===== src/rtl/usb3_tx_arbiter.sv =====
// USB3 link-layer TX arbiter: grants link commands ahead of round-robin header/data
// packets, feeds one registered word per cycle to the scrambler, and pads each packet with idle words.
module usb3_tx_arbiter #(
    parameter int MAX_WORDS  = 263,
    parameter int GAP_CYCLES = 1
) (
    input  logic        local_clk,
    input  logic        reset_n,
    input  logic        enable,
    input  logic        lc_req,
    input  logic        hp_req,
    input  logic        dp_req,
    input  logic [31:0] lc_data,
    input  logic [31:0] hp_data,
    input  logic [31:0] dp_data,
    input  logic [3:0]  lc_datak,
    input  logic [3:0]  hp_datak,
    input  logic [3:0]  dp_datak,
    input  logic        lc_last,
    input  logic        hp_last,
    input  logic        dp_last,
    output logic        lc_ack,
    output logic        hp_ack,
    output logic        dp_ack,
    input  logic        raw_stall,
    output logic [31:0] raw_data,
    output logic [3:0]  raw_datak,
    output logic        raw_active,
    output logic        err_timeout,
    output logic        err_underrun
);

    // state | meaning
    // IDLE  | no owner, arbitrate when enabled and not stalled
    // LC    | link command owns the link
    // HP    | header packet owns the link
    // DP    | data payload owns the link
    // GAP   | inter-packet idle words, then back to IDLE
    localparam logic [2:0] S_IDLE = 3'd0;
    localparam logic [2:0] S_LC   = 3'd1;
    localparam logic [2:0] S_HP   = 3'd2;
    localparam logic [2:0] S_DP   = 3'd3;
    localparam logic [2:0] S_GAP  = 3'd4;

    localparam logic [8:0] MAX_W = 9'(MAX_WORDS);
    localparam logic [3:0] GAP_W = 4'(GAP_CYCLES);

    logic [2:0]  state;
    logic [8:0]  word_cnt;
    logic [3:0]  gap_cnt;
    logic        rr_hp;
    logic        cur_req;
    logic        cur_last;
    logic [31:0] cur_data;
    logic [3:0]  cur_datak;
    logic        owner_state;
    logic        can_ack;
    logic [8:0]  word_cnt_nxt;

    assign owner_state  = (state == S_LC) || (state == S_HP) || (state == S_DP);
    assign can_ack      = reset_n & enable & ~raw_stall;
    assign word_cnt_nxt = word_cnt + 9'd1;

    always_comb begin
        cur_req   = 1'b0;
        cur_last  = 1'b0;
        cur_data  = 32'd0;
        cur_datak = 4'd0;
        case (state)
            S_LC: begin
                cur_req = lc_req; cur_last = lc_last; cur_data = lc_data; cur_datak = lc_datak;
            end
            S_HP: begin
                cur_req = hp_req; cur_last = hp_last; cur_data = hp_data; cur_datak = hp_datak;
            end
            S_DP: begin
                cur_req = dp_req; cur_last = dp_last; cur_data = dp_data; cur_datak = dp_datak;
            end
            default: ;
        endcase
    end

    assign lc_ack = can_ack & (state == S_LC) & lc_req;
    assign hp_ack = can_ack & (state == S_HP) & hp_req;
    assign dp_ack = can_ack & (state == S_DP) & dp_req;

    always_ff @(posedge local_clk) begin
        if (!reset_n) begin
            state        <= S_IDLE;
            word_cnt     <= 9'd0;
            gap_cnt      <= 4'd0;
            rr_hp        <= 1'b1;
            raw_data     <= 32'd0;
            raw_datak    <= 4'd0;
            raw_active   <= 1'b0;
            err_timeout  <= 1'b0;
            err_underrun <= 1'b0;
        end else begin
            err_timeout  <= 1'b0;
            err_underrun <= 1'b0;
            // back-pressure freezes everything, including a pending enable abort
            if (!raw_stall) begin
                raw_data   <= 32'd0;
                raw_datak  <= 4'd0;
                raw_active <= 1'b0;
                if (state == S_IDLE) begin
                    if (enable) begin
                        if (lc_req) begin
                            state    <= S_LC;
                            word_cnt <= 9'd0;
                        end else if (hp_req && (rr_hp || !dp_req)) begin
                            state    <= S_HP;
                            word_cnt <= 9'd0;
                            rr_hp    <= 1'b0;
                        end else if (dp_req) begin
                            state    <= S_DP;
                            word_cnt <= 9'd0;
                            rr_hp    <= 1'b1;
                        end
                    end
                end else if (owner_state) begin
                    if (!enable) begin
                        state   <= S_GAP;
                        gap_cnt <= GAP_W;
                    end else if (cur_req) begin
                        raw_data   <= cur_data;
                        raw_datak  <= cur_datak;
                        raw_active <= 1'b1;
                        word_cnt   <= word_cnt_nxt;
                        if (cur_last || (word_cnt_nxt == MAX_W)) begin
                            state       <= S_GAP;
                            gap_cnt     <= GAP_W;
                            err_timeout <= ~cur_last;
                        end
                    end else begin
                        err_underrun <= 1'b1;
                    end
                end else begin
                    if (gap_cnt <= 4'd1) begin
                        state   <= S_IDLE;
                        gap_cnt <= 4'd0;
                    end else begin
                        gap_cnt <= gap_cnt - 4'd1;
                    end
                end
            end
        end
    end

endmodule


===== config.mk =====
export PLATFORM = sky130hd
export DESIGN_NAME = usb3_tx_arbiter
export DESIGN_NICKNAME = d
export VERILOG_FILES = /design/src/rtl/usb3_tx_arbiter.sv
export SDC_FILE = /design/constraint.sdc
export NUM_CORES = 1
export LEC_CHECK = 0
export CELL_PAD_IN_SITES_DETAIL_PLACEMENT = 2
export CELL_PAD_IN_SITES_GLOBAL_PLACEMENT = 2
export CORE_MARGIN = 2
export CORE_UTILIZATION = 20
export CTS_CLUSTER_DIAMETER = 50
export DETAILED_ROUTE_END_ITERATION = 10
export PLACE_DENSITY_LB_ADDON = 0.1
export SLEW_MARGIN = 30
export SYNTH_ARGS = -nofsm -noshare
export SYNTH_HDL_FRONTEND = slang
export SYNTH_SLANG_ARGS = --single-unit

===== constraint.sdc =====
create_clock -name local_clk -period 2 [get_ports local_clk]
set_clock_uncertainty 0.1 [all_clocks]
set_input_delay 0.3 -clock local_clk [delete_from_list [all_inputs] [get_ports local_clk]]
set_output_delay 0.3 -clock local_clk [all_outputs]
set_load 0.03 [all_outputs]

==> Implementation_results.wiki <==
{| class="wikitable"
! Metric !! Value
|-
| Pre-CTS WS || -0.404 ns
|-
| Crit path launch || state[1]
|-
| PwrDens || 519 nW/µm²
|-
| Fin Hold WS || 0.369 ns
|-
| Final Hold Vio Count || 0
|-
| Final critical-path share of the clock period || 96.4%
|-
| Count of state elements after synthesis || 56
|-
| DRC violations left || 0
|-
| Number of diodes added for antenna fixing || 0
|-
| Iteration count of the initial detailed-routing pass || 4
|-
| Run status || finished clean
|-
| Post-synthesis instance total || 403
|-
| Synthesized-area fraction occupied by xor and xnor cells || 0%
|-
| Die height || 132 µm
|-
| Number of setup violations in the final report || 0
|-
| Overall overflow remaining after global route || 0
|-
| Filler cell count || 1798
|-
| CTS Sinks || 56
|-
| Number of DRC markers in iteration 0 || 57
|-
| Met2 Resource Use GR || 28.5%
|-
| Standard cell core area || 15900 µm²
|-
| Post-Synthesis Mean Instance Area || 8.14 µm²
|-
| CTS root buffer || sky130_fd_sc_hd__clkbuf_16
|-
| Most numerous cell types in the synthesized netlist || sky130_fd_sc_hd__nand2_1, sky130_fd_sc_hd__dfxtp_1, sky130_fd_sc_hd__a21oi_1
|-
| Slew at the pin closest to its max-slew limit || 0.438 ns
|-
| Via total after detailed routing || 3763
|-
| Worst reg-to-reg path cell count || 5
|-
| HPWL after detailed placement || 10900 µm
|-
| Clock tree from TritonCTS || built
|-
| Yosys warnings || 0
|-
| Routability congestion estimate from global placement || 0.778
|-
| Maximum number of pins on one net before global-route repair || 38
|-
| Overall track demand over capacity in global routing || 15.9%
|-
| Adder-cell share of the synthesized area || 1.53%
|-
| Highest Clock Rate || 0.519 GHz
|-
| Maximum vdd drop || 0.353 mV
|-
| Number of enable flip-flop cells after synthesis || 0
|-
| Fraction of layout instances using a drive strength above 1 || 24.5%
|-
| Most instantiated library cell after synthesis || sky130_fd_sc_hd__nand2_1
|-
| Register-to-Register Setup Slack || 0.07 ns
|-
| Start of the worst register-to-register path || state[1]
|-
| Clock network power share || 29.7%
|-
| I/O Pins || 160
|-
| Worst slew slack as a fraction of its limit || 70.8%
|-
| Category of the most critical setup path || reg -> reg
|-
| Final total power || 3.03 mW
|-
| Post-synthesis net count || 525
|-
| Commonest register cell after synthesis || sky130_fd_sc_hd__dfxtp_1
|-
| Total of buffers placed on input and output ports || 159
|-
| Share of flip-flops with an asynchronous set or reset after synthesis || 0%
|-
| Endpoint kind of the worst setup timing path || flop
|-
| Worst setup slack after layout || 0.0721 ns
|-
| Hold-fix buffers at CTS || 0
|-
| GR Util met1 || 18.7%
|-
| Post-route minimum period || 1.93 ns
|-
| Total internal power || 2.15 mW
|-
| H-tree level count || 2
|-
| Cells taking the most area after synthesis || sky130_fd_sc_hd__dfxtp_1, sky130_fd_sc_hd__mux2_2, sky130_fd_sc_hd__nand2_1, sky130_fd_sc_hd__a22o_1, sky130_fd_sc_hd__a21oi_1
|-
| Fraction of power spent switching nets || 29.0%
|-
| Area growth syn-to-layout || 78.0%
|-
| Cell row count || 46
|-
| Portion of the post-synthesis area used by sequential elements || 34.2%
|-
| Main combinational cell family by area after synthesis || compound AO/OA/AOI/OAI gates
|-
| Number of routed nets with antenna violations || 0
|-
| Die Width || 132 µm
|-
| Total leakage power || 2.07 nW
|-
| Critical Path RT || 2.14 ns
|-
| Clock Latency Late Sink || 0.31 ns
|-
| Hold WC Path Type || reg -> reg
|-
| Max-slew violation count || 0
|-
| Number of unique standard cell types used by synthesis || 45
|-
| Launching element type of the critical path || flop
|-
| Busiest layer in global routing || met2
|-
| Net total in the final layout || 713
|-
| Initial antenna violation count || 0
|-
| Cell type with the largest total area after synthesis || sky130_fd_sc_hd__dfxtp_1
|-
| Maximum clock path buffer count || 2
|-
| Share of the synthesized area in the top cell type || 34.2%
|-
| Count of maximum capacitance violations || 0
|-
| Relative contribution of sequential cells to total power || 38.3%
|-
| Initial Util || 20.6%
|-
| Total routed wirelength || 14000 µm
|-
| Number of buffers inserted during clock tree synthesis || 5
|-
| Vias in the first global route || 4161
|-
| Critical hold path startpoint || raw_data[21]
|-
| Clock-pin slew on the worst setup and hold paths || 0.08 ns
|-
| Worst endpoint data arrival time || 2.07 ns
|-
| Average wire length per cell after detail routing || 17.3 µm
|-
| Global-route met3 utilization || 4.58%
|-
| Post-synthesis mux area share || 13.9%
|-
| Cell depth of the worst hold path || 2
|-
| Via-per-instance ratio || 4.66
|-
| Part of the power in combinational logic || 32.0%
|-
| Overall die area || 17400 µm²
|-
| Largest driver fanout on the critical path || 6
|-
| Summed instance area of the synthesized netlist || 3280 µm²
|-
| Wire length of the first global-routing pass || 22300 µm
|-
| Basic-gate share of the synthesized area counting and, or, nand and nor cells || 21.1%
|-
| Final cell utilization of the core || 36.6%
|-
| Sw Pwr || 0.878 mW
|-
| Synthesized-area fraction occupied by ao, oa, aoi and oai cells || 24.0%
|-
| Setup repair after global routing missed its margin || yes
|}
[critical path, cell delays in order, from the launching register on]
cell and delay [ns]:
sky130_fd_sc_hd__dfxtp_4 0.38, sky130_fd_sc_hd__mux2i_4 0.21, sky130_fd_sc_hd__a32o_2 0.27, sky130_fd_sc_hd__or3_4 0.34
sky130_fd_sc_hd__or4_1 0.48, sky130_fd_sc_hd__o21ai_1 0.08
[final timing paths]
kind	to
min	raw_data[21]
min reg2reg	raw_data[21]
max reg2reg	gap_cnt[2]
max	gap_cnt[2]
[routing by layer]
metal	vias to the layer above	wire length, µm
met5	-	0
met4	0	135
met1	1829	5960
li1	1826	-
met3	7	871
met2	101	7000
[registers in the layout, summed over array words and instances, names as in the netlist]
| name | count |
|---|---|
| err_timeout | 1 |
| err_underrun | 1 |
| gap_cnt | 4 |
| raw_active | 1 |
| raw_data | 32 |
| raw_datak | 4 |
| rr_hp | 1 |
| state | 3 |
| word_cnt | 9 |
[power groups by stage]
stage               combinational, mW  sequential (mW)  clock [mW]
floorplan                       0.448             1.17           0
finish                          0.968             1.16       0.901
global placement                0.905             1.18           0
CTS                             0.942             1.16       0.961
global route                     1.06             1.16        1.01
detailed placement              0.917             1.18           0
[through the flow]
stage	TNS, ns	cells	instance area [µm²]
3_3_place_gp	-13.07	799	5440
4_1_cts	0	808	5690
3_5_place_dp	-16.99	799	5440
6_report	0	808	5840
5_1_grt	-0.0235	808	5840
2_1_floorplan	-0.0486	403	3290
[logic make-up (layout without fill, tap and decap cells)]
| group | Yosys count | in the layout |
|---|---|---|
| adder cells (fa/ha/maj) | 4 | 4 |
| flip-flops | 56 | 56 |
| AND/OR/NAND/NOR | 146 | 146 |
| multiplexers | 41 | 41 |
| buffers and inverters | 42 | 231 |
| AO/OA/AOI/OAI | 114 | 114 |
[placed cells by master (no fill, tap or decap), types with 2 or more instances in the layout]
| master | netlist | final |
|---|---|---|
| sky130_fd_sc_hd__or4_1 | 4 | 3 |
| sky130_fd_sc_hd__buf_4 | 3 | 46 |
| sky130_fd_sc_hd__nand3_1 | 9 | 7 |
| sky130_fd_sc_hd__and3b_1 | 2 | 2 |
| sky130_fd_sc_hd__a211oi_1 | 6 | 5 |
| sky130_fd_sc_hd__inv_1 | 11 | 9 |
| sky130_fd_sc_hd__a31oi_1 | 4 | 4 |
| sky130_fd_sc_hd__o21ai_0 | 3 | 3 |
| sky130_fd_sc_hd__nor3_1 | 5 | 4 |
| sky130_fd_sc_hd__a22oi_1 | 2 | 2 |
| sky130_fd_sc_hd__dfxtp_1 | 56 | 48 |
| sky130_fd_sc_hd__dlygate4sd2_1 | 0 | 5 |
| sky130_fd_sc_hd__o31a_1 | 2 | 2 |
| sky130_fd_sc_hd__or3_1 | 6 | 6 |
| sky130_fd_sc_hd__o211ai_1 | 3 | 3 |
| sky130_fd_sc_hd__mux2_2 | 36 | 36 |
| sky130_fd_sc_hd__buf_6 | 0 | 6 |
| sky130_fd_sc_hd__clkbuf_16 | 0 | 5 |
| sky130_fd_sc_hd__nor4_1 | 4 | 2 |
| sky130_fd_sc_hd__dfxtp_4 | 0 | 3 |
| sky130_fd_sc_hd__nand2_1 | 90 | 89 |
| sky130_fd_sc_hd__dfxtp_2 | 0 | 5 |
| sky130_fd_sc_hd__a21boi_0 | 2 | 2 |
| sky130_fd_sc_hd__nor2_4 | 0 | 3 |
| sky130_fd_sc_hd__nor2_1 | 11 | 5 |
| sky130_fd_sc_hd__clkdlybuf4s50_1 | 0 | 150 |
| sky130_fd_sc_hd__nand2b_1 | 3 | 3 |
| sky130_fd_sc_hd__nor2_2 | 0 | 3 |
| sky130_fd_sc_hd__buf_12 | 0 | 3 |
| sky130_fd_sc_hd__mux2i_1 | 5 | 4 |
| sky130_fd_sc_hd__a22o_1 | 36 | 36 |
| sky130_fd_sc_hd__a21oi_2 | 0 | 2 |
| sky130_fd_sc_hd__ha_4 | 0 | 3 |
| sky130_fd_sc_hd__o21ai_1 | 3 | 2 |
| sky130_fd_sc_hd__and3_1 | 3 | 2 |
| sky130_fd_sc_hd__a21oi_1 | 44 | 42 |
[area by class of cell]
class	count	area, µm²	share of cell area [%]
Clock buffer	6	129	2.21
Clock inverter	2	16.3	0.278
Inverter	11	43.8	0.750
Multi-Input combinational cell	305	2200	37.7
Sequential cell	56	1140	19.5
Tap cell	216	270	4.63
Timing Repair Buffer	212	2040	34.9
[repair_timing]
item / CTS / global route
pin swaps: 7 / 13
setup endpoints to repair: 30 / 40
resized for setup: 31 / 33
setup buffers: 1 / 1
No activity file was read; power rests on OpenSTA's default activity.
